`src/rtl/serial_adder_ctrl.sv`:
```
// Bit-serial WIDTH-bit adder: one full adder, one bit pair per clock, start/busy/done handshake.
// Define SERIAL_ADDER_OVF_EN to add a registered two's-complement overflow output (ovf).

module full_adder_design (
   input  logic a,
   input  logic b,
   input  logic cin,
   output logic s,
   output logic cout
);
   assign s    = a ^ b ^ cin;
   assign cout = (a & b) | (cin & (a ^ b));
endmodule

// Handshake: start is accepted on any edge where the FSM is in IDLE or DONE; busy marks
// the WIDTH shift cycles; done is a one-cycle pulse with sum/cout (and ovf) already valid.
module serial_adder_ctrl #(
   parameter int WIDTH = 8
) (
   input  logic             clk,
   input  logic             rst_n,
   input  logic             start,
   input  logic [WIDTH-1:0] a,
   input  logic [WIDTH-1:0] b,
   input  logic             cin,
   output logic             busy,
   output logic             done,
   output logic [WIDTH-1:0] sum,
   output logic             cout
`ifdef SERIAL_ADDER_OVF_EN
   ,
   output logic             ovf
`endif
);
   localparam int CW = $clog2(WIDTH);

   typedef enum logic [1:0] {
      ST_IDLE  = 2'd0,
      ST_SHIFT = 2'd1,
      ST_DONE  = 2'd2
   } state_t;

   state_t           state_q, state_d;
   logic [WIDTH-1:0] a_sr_q, a_sr_d;
   logic [WIDTH-1:0] b_sr_q, b_sr_d;
   logic [WIDTH-1:0] sum_sr_q, sum_sr_d;
   logic [WIDTH-1:0] sum_q, sum_d;
   logic             carry_q, carry_d;
   logic             cout_q, cout_d;
   logic [CW-1:0]    cnt_q, cnt_d;
`ifdef SERIAL_ADDER_OVF_EN
   logic             ovf_q, ovf_d;
`endif

   logic fa_s, fa_cout;
   logic last_bit, accept;

   full_adder_design u_fa (
      .a    (a_sr_q[0]),
      .b    (b_sr_q[0]),
      .cin  (carry_q),
      .s    (fa_s),
      .cout (fa_cout)
   );

   assign last_bit = (cnt_q == CW'(WIDTH - 1));
   assign accept   = start && (state_q != ST_SHIFT);

   always_ff @(posedge clk or negedge rst_n) begin
      if (!rst_n) begin
         state_q  <= ST_IDLE;
         a_sr_q   <= '0;
         b_sr_q   <= '0;
         sum_sr_q <= '0;
         sum_q    <= '0;
         carry_q  <= 1'b0;
         cout_q   <= 1'b0;
         cnt_q    <= '0;
`ifdef SERIAL_ADDER_OVF_EN
         ovf_q    <= 1'b0;
`endif
      end else begin
         state_q  <= state_d;
         a_sr_q   <= a_sr_d;
         b_sr_q   <= b_sr_d;
         sum_sr_q <= sum_sr_d;
         sum_q    <= sum_d;
         carry_q  <= carry_d;
         cout_q   <= cout_d;
         cnt_q    <= cnt_d;
`ifdef SERIAL_ADDER_OVF_EN
         ovf_q    <= ovf_d;
`endif
      end
   end

   always_comb begin
      state_d = state_q;
      case (state_q)
         ST_IDLE:  if (start) state_d = ST_SHIFT;
         ST_SHIFT: if (last_bit) state_d = ST_DONE;
         ST_DONE:  state_d = start ? ST_SHIFT : ST_IDLE;
         default:  state_d = ST_IDLE;
      endcase
   end

   always_comb begin
      a_sr_d   = a_sr_q;
      b_sr_d   = b_sr_q;
      sum_sr_d = sum_sr_q;
      sum_d    = sum_q;
      carry_d  = carry_q;
      cout_d   = cout_q;
      cnt_d    = cnt_q;
`ifdef SERIAL_ADDER_OVF_EN
      ovf_d    = ovf_q;
`endif
      if (accept) begin
         a_sr_d  = a;
         b_sr_d  = b;
         carry_d = cin;
         cnt_d   = '0;
      end else if (state_q == ST_SHIFT) begin
         a_sr_d   = a_sr_q >> 1;
         b_sr_d   = b_sr_q >> 1;
         sum_sr_d = {fa_s, sum_sr_q[WIDTH-1:1]};
         carry_d  = fa_cout;
         // Counter returns to 0 on the last bit so it never exceeds WIDTH-1.
         cnt_d    = last_bit ? '0 : cnt_q + CW'(1);
         if (last_bit) begin
            sum_d  = {fa_s, sum_sr_q[WIDTH-1:1]};
            cout_d = fa_cout;
`ifdef SERIAL_ADDER_OVF_EN
            // carry_q is the carry into the MSB on the last bit.
            ovf_d  = carry_q ^ fa_cout;
`endif
         end
      end
   end

   always_comb begin
      busy = (state_q == ST_SHIFT);
      done = (state_q == ST_DONE);
   end

   assign sum  = sum_q;
   assign cout = cout_q;
`ifdef SERIAL_ADDER_OVF_EN
   assign ovf  = ovf_q;
`endif

endmodule

```
`config.mk`:
```
export PLATFORM = sky130hd
export DESIGN_NAME = serial_adder_ctrl
export DESIGN_NICKNAME = d
export VERILOG_FILES = /design/src/rtl/serial_adder_ctrl.sv
export SDC_FILE = /design/constraint.sdc
export NUM_CORES = 1
export LEC_CHECK = 0
export CAP_MARGIN = 20
export CORE_ASPECT_RATIO = 1.2
export CORE_MARGIN = 2
export CORE_UTILIZATION = 45
export CTS_CLUSTER_SIZE = 40
export DETAILED_ROUTE_END_ITERATION = 16
export DONT_BUFFER_PORTS = 1
export GPL_TIMING_DRIVEN = 0
export PLACE_DENSITY = 0.67
export SYNTH_ARGS = -nofsm -noshare
export SYNTH_HDL_FRONTEND = slang
export SYNTH_SLANG_ARGS = --single-unit
```
`constraint.sdc`:
```
create_clock -name clk -period 1.4 [get_ports clk]
set_input_delay 0.21 -clock clk [delete_from_list [all_inputs] [get_ports clk]]
set_output_delay 0.21 -clock clk [all_outputs]
set_load 0.005 [all_outputs]
```
* Word-level counts from Yosys, hierarchy flattened
Index checks and enable logic that the tools add are counted.
** Storage, ports and cells
- Register bits after elaboration :: 39
- Bits in latches :: 0
- RAM bits :: 0
- Bits in read-only memories :: 0
- Bits of input ports :: 20
- Output and inout bits :: 11
- Logic and storage cells :: 40
- Memories :: 0
** Operators by class
- Add/sub/neg operators :: 1
- Multipliers :: 0
- Div/mod/pow operators :: 0
- $lt $le $gt $ge :: 0
- Eq/ne operators :: 6
- Shifts and indexed selects :: 0
- Mux-type cells :: 13
- Bitwise logic cells :: 6
- Reduce and logical (&&, ||, !) cells :: 6
** Operators by type and width (number)
- $mux W8 :: 4
- $mux W3 :: 3
- $pmux W2 S3 :: 1
- $mux W2 :: 2
- $ne A2 B1 Y1 const B :: 2
- $reduce_and A2 Y1 :: 2
- $add A3 B1 Y3 const B :: 1
- $eq A3 B3 Y1 const B :: 1
- $mux W1 :: 3
- $reduce_and A3 Y1 :: 1
- $and A1 B1 Y1 :: 2
- $eq A2 B1 Y1 const B :: 1
- $eq A2 B2 Y1 const B :: 1
- $logic_not A2 Y1 :: 1
- $ne A2 B2 Y1 const B :: 1
- $reduce_bool A2 Y1 :: 1
- $xor A1 B1 Y1 :: 2
- $logic_and A1 B1 Y1 :: 1
- $not A1 Y1 :: 1
- $or A1 B1 Y1 :: 1

* Longest topological paths before layout
- Depth in word-level cells :: 5
- Gate-level depth with buffers :: 5
- Mapped depth without buffers :: 4

* Modules after synthesis
A second synthesis with hierarchy kept.
** Unflattened totals
- Cells, all modules :: 110
- Area total of the unflattened synthesis :: 1745.4 um^2
** By module, submodules not included
- serial_adder_ctrl :: times used 1, cells an instance 109, area each 1725.4 um^2, seq. area each 950.9 um^2
- full_adder_design :: times used 1, cells an instance 1, area each 20.0 um^2, seq. area each 0.0 um^2

* Worst setup path before layout
Ideal clock, no wire load.
- Kind :: register to register
- Start :: register cnt_q[0]
- End :: register cout_q (netlist: cout)
- Library setup time :: 0.125 ns
- Arrival :: 1.380 ns
- Required time :: 1.275 ns
- Path slack :: -0.105 ns
- Stages on the path, launching flop included :: 6
- Buffers on the path :: 1
- Period minus slack after synthesis :: 1.505 ns
- Path through :: dfrtp_1 > ha_1 > ha_1 > nand3b_1 > buf_2 > mux2_2
** On the way
- Longest elaborated chain between the ends :: 2
** Ends and longest elaborated chain
- start: declaration :: RTL line 50 : logic [CW-1:0] cnt_q, cnt_d;
- start signal: assignment :: RTL line 90 : cnt_q <= cnt_d;
- $eq A3 B3 Y1 :: RTL line 66 : assign last_bit = (cnt_q == CW'(WIDTH - 1));
- $reduce_and A3 Y1 (no line)
- end signal: assignment :: RTL line 89 : cout_q <= cout_d;
- end: declaration :: RTL line 49 : logic cout_q, cout_d;
Every way passes these cells.
A chain may end at the register's enable or synchronous reset.

* Worst setup path in the final report
- Start :: register cnt_q[0]
- End :: register sum_q[2] (netlist: sum[2])
** On the way
- Longest elaborated chain between the ends :: 2
** Ends and longest elaborated chain
- $eq A3 B3 Y1 :: RTL line 66
- $reduce_and A3 Y1 (no line)
- end signal: assignment :: RTL line 87 : sum_q <= sum_d;
- end: declaration :: RTL line 47 : logic [WIDTH-1:0] sum_q, sum_d;
Every way passes these cells.

==> impl_metrics.yaml <==
synth:
  synthAdderAreaFrac_pct: 2.50
  synth_area_per_cell_sq_um: 16.2
  ys_async_sr_fraction_pct: 100
  ys_top_cells_by_area: "dfrtp_1, mux2_4, mux2_2, buf_6, ha_1"
  seq_area_frac_synth_pct: 52.9
  synth_xor_area_share_pct: 0
  synth_top_family_by_area: "multiplexers"
  yosys_warnings: 0
  synth_compound_area_share_pct: 1.32
  syn_area_sq_um: 1800
  syn_inst: 111
  yosysTopAreaCellShare_pct: 52.9
  synth_top_cell_by_area: "dfrtp_1"
  synth-edff-count: 0
  synthMuxAreaShare_pct: 35.5
  ys_types: 21
  ys.flop_type: "dfrtp_1"
  synth_seq_cells: 38
  syn-num-nets: 134
  yosys.area_share.simple_pct: 3.48
placement:
  gp_congestion: 0.651
  numPortBuffers: 0
  dp_hpwl_mm: 1.97
  dpl.cell_count: 165
cts:
  htreeDepth: 2
  root_buffer: "clkbuf_8"
  cts_tree: "built"
  clock-sinks: 38
  path_clk_slew_ps: 70
  insertion_delay_ps: 280
  numCtsBuffers: 5
  cts.path.max_buffers: 2
worst_hold_path:
  hp-class: "input pin to flip-flop"
  worstHoldPathCells: 2
  worstHoldStart: "a[7]"
pwr:
  powerDensity_nw_per_um2: 2180
  peakVddDrop_mv: 1.07
  p_leak_nw: 1.01
global_route:
  grt_use_met3_pct: 6.34
  overflow: 0
  use_met1_pct: 20.9
  globalRoute.busiestLayer: "met2"
  grt_pass1_wl_mm: 4.99
  grt_usage_pct: 15.2
  use_met2_pct: 22.5
  grt_pass1_vias: 1003
  grt_antenna_before_repair: 0
  grt_max_degree: 39
setup_path:
  max_stage_delay_ps: 380
  crit_fanout: 5
  criticalPathCategory: "flip-flop to flip-flop"
  worst-path-buf-inv: 1
  timing.rr.start: "cnt_q[0]"
  slowest_stage: "dfrtp_1"
  start_kind: "flip-flop"
  startpoint: "cnt_q[0]"
  cp_top_family: "flip-flops"
  worstPathArrival_ps: 1610
  worstSetupEndpointType: "flip-flop"
  cp.depth: 5
  rr_worst_depth: 5
  crit_path_cell_trace: "ha_2 -> ha_4 -> nand3b_1 -> buf_6 -> mux2_4"
  critPathRequiredTime_ps: 1570
sta:
  skew_ps: 3.84
  fin_crit_ps: 1450
  hold_viol_final: 0
  layout_setup_ws_ps: -48.3
  timing.final.max_slew_violations: 0
  finalSetupViolCount: 10
  fin_crit_sh_pct: 103
  rsz0062_at_grt: "yes"
  worst_pin_slew_ps: 252
  max_freq_mhz: 690
  slew-limit-headroom_pct: 83.0
floorplan:
  fp.dieW_um: 61.7
  coreArea_sq_um: 3880
  start_util_pct: 46.4
  dieArea_sq_um: 4520
  rows: 25
  die_y_um: 73.3
  io_pins: 31
final_layout:
  final_net_count: 148
  instances_no_fill: 179
  fill_cells: 347
  final_cell_mix: "dfrtp_1, mux2_4, mux2_2"
  antenna_cells: 0
  final_common_cell: "dfrtp_1"
  drive_above_1_share_pct: 59.2
  syn_to_final_growth_pct: 16.4
  utilization_pct: 54.0
routing:
  vias: 922
  avgRoutedWirePerCell_um: 16.9
  avgViaCountPerCell: 5.15
  detail-route-antenna-nets: 0
  wl_mm: 3.02
  firstDrtPassIters: 3
  drc: 0
  drtIter0Drc: 34
outcome:
  status: "finished, violations left"
  violations: "setup timing"
run:
  drv_cap: 0
-- routing by layer --
metal	vias to the layer above	share of wire [%]
li1	420	-
met4	0	1.0
met1	475	43
met2	23	50
met5	-	0
met3	4	5.3
-- synth_stat cells (2+ instances only) --
library cell  number
mux2_4            24
mux2_2            23
a31o_2             2
buf_6              3
inv_1              2
nor2_1             2
mux2i_1            2
dfrtp_1           38
nand2b_1           2
ha_1               2
-- what timing repair did --
action,CTS,global route
endpoints found under the setup margin,9,30
buffers inserted,3,1
gates resized for setup,12,7
hold buffers,2,0
cloned,1,0
endpoints found under the hold margin,38,0
pin swaps,2,2
-- state kept, by name (all words and copies together) (netlist names) --
| signal | flops |
|---|---|
| state_q | 2 |
| b_sr_q | 8 |
| cnt_q | 3 |
| sum_sr_q | 7 |
| sum | 8 |
| a_sr_q | 8 |
| carry_q | 1 |
| cout | 1 |
-- report_power, final --
part / internal (mW) / total [mW] / leakage (nW) / switching, mW
sequential: 1.61 / 1.95 / 0.471 / 0.350
combinational: 1.32 / 1.93 / 0.503 / 0.607
clock: 0.342 / 0.683 / 0.0383 / 0.341
-- cell families (layout without fill, tap and decap cells) --
group           Yosys count  in the layout
compound gates            3              3
fa+ha+maj                 3              3
mux                      49             49
flops                    38             38
simple gates              9              9
buf+inv                   9             23
-- final cells by class --
type | instances | area, sq um | share of cell area, %
sequential | 38 | 953 | 45.5
multi-input combinational | 64 | 832 | 39.7
buffer | 6 | 80.1 | 3.82
clock buffer | 7 | 76.3 | 3.64
timing repair buffer | 7 | 71.3 | 3.41
tap | 54 | 67.6 | 3.23
inverter | 3 | 13.8 | 0.657
-- stage by stage --
stage / power (mW) / hold slack (ps) / TNS (ps) / setup WS (ps) / instance area, sq um
final: 4.56 / 91.9 / -412 / -48.3 / 2090
after global routing: 4.88 / 105 / -917 / -98.0 / 2090
after CTS: 4.54 / 86.4 / -392 / -49.7 / 2060
after detailed placement: 3.63 / -84.3 / -610 / -71.1 / 1880
after global placement: 3.54 / -84.4 / -465 / -53.7 / 1880
after floorplan: 3.32 / -85.6 / 0 / 4.80 / 1810
-- worst paths after layout --
check                           slack (ps)         end
worst max-delay path                   -50      sum[2]
min in group asynchronous              430   b_sr_q[0]
worst min register to register         500   a_sr_q[3]
max in group asynchronous              780  state_q[0]
worst min-delay path                    90   a_sr_q[7]
worst max register to register         -50      sum[2]
Note: power is estimated with default switching activity, not from simulation.
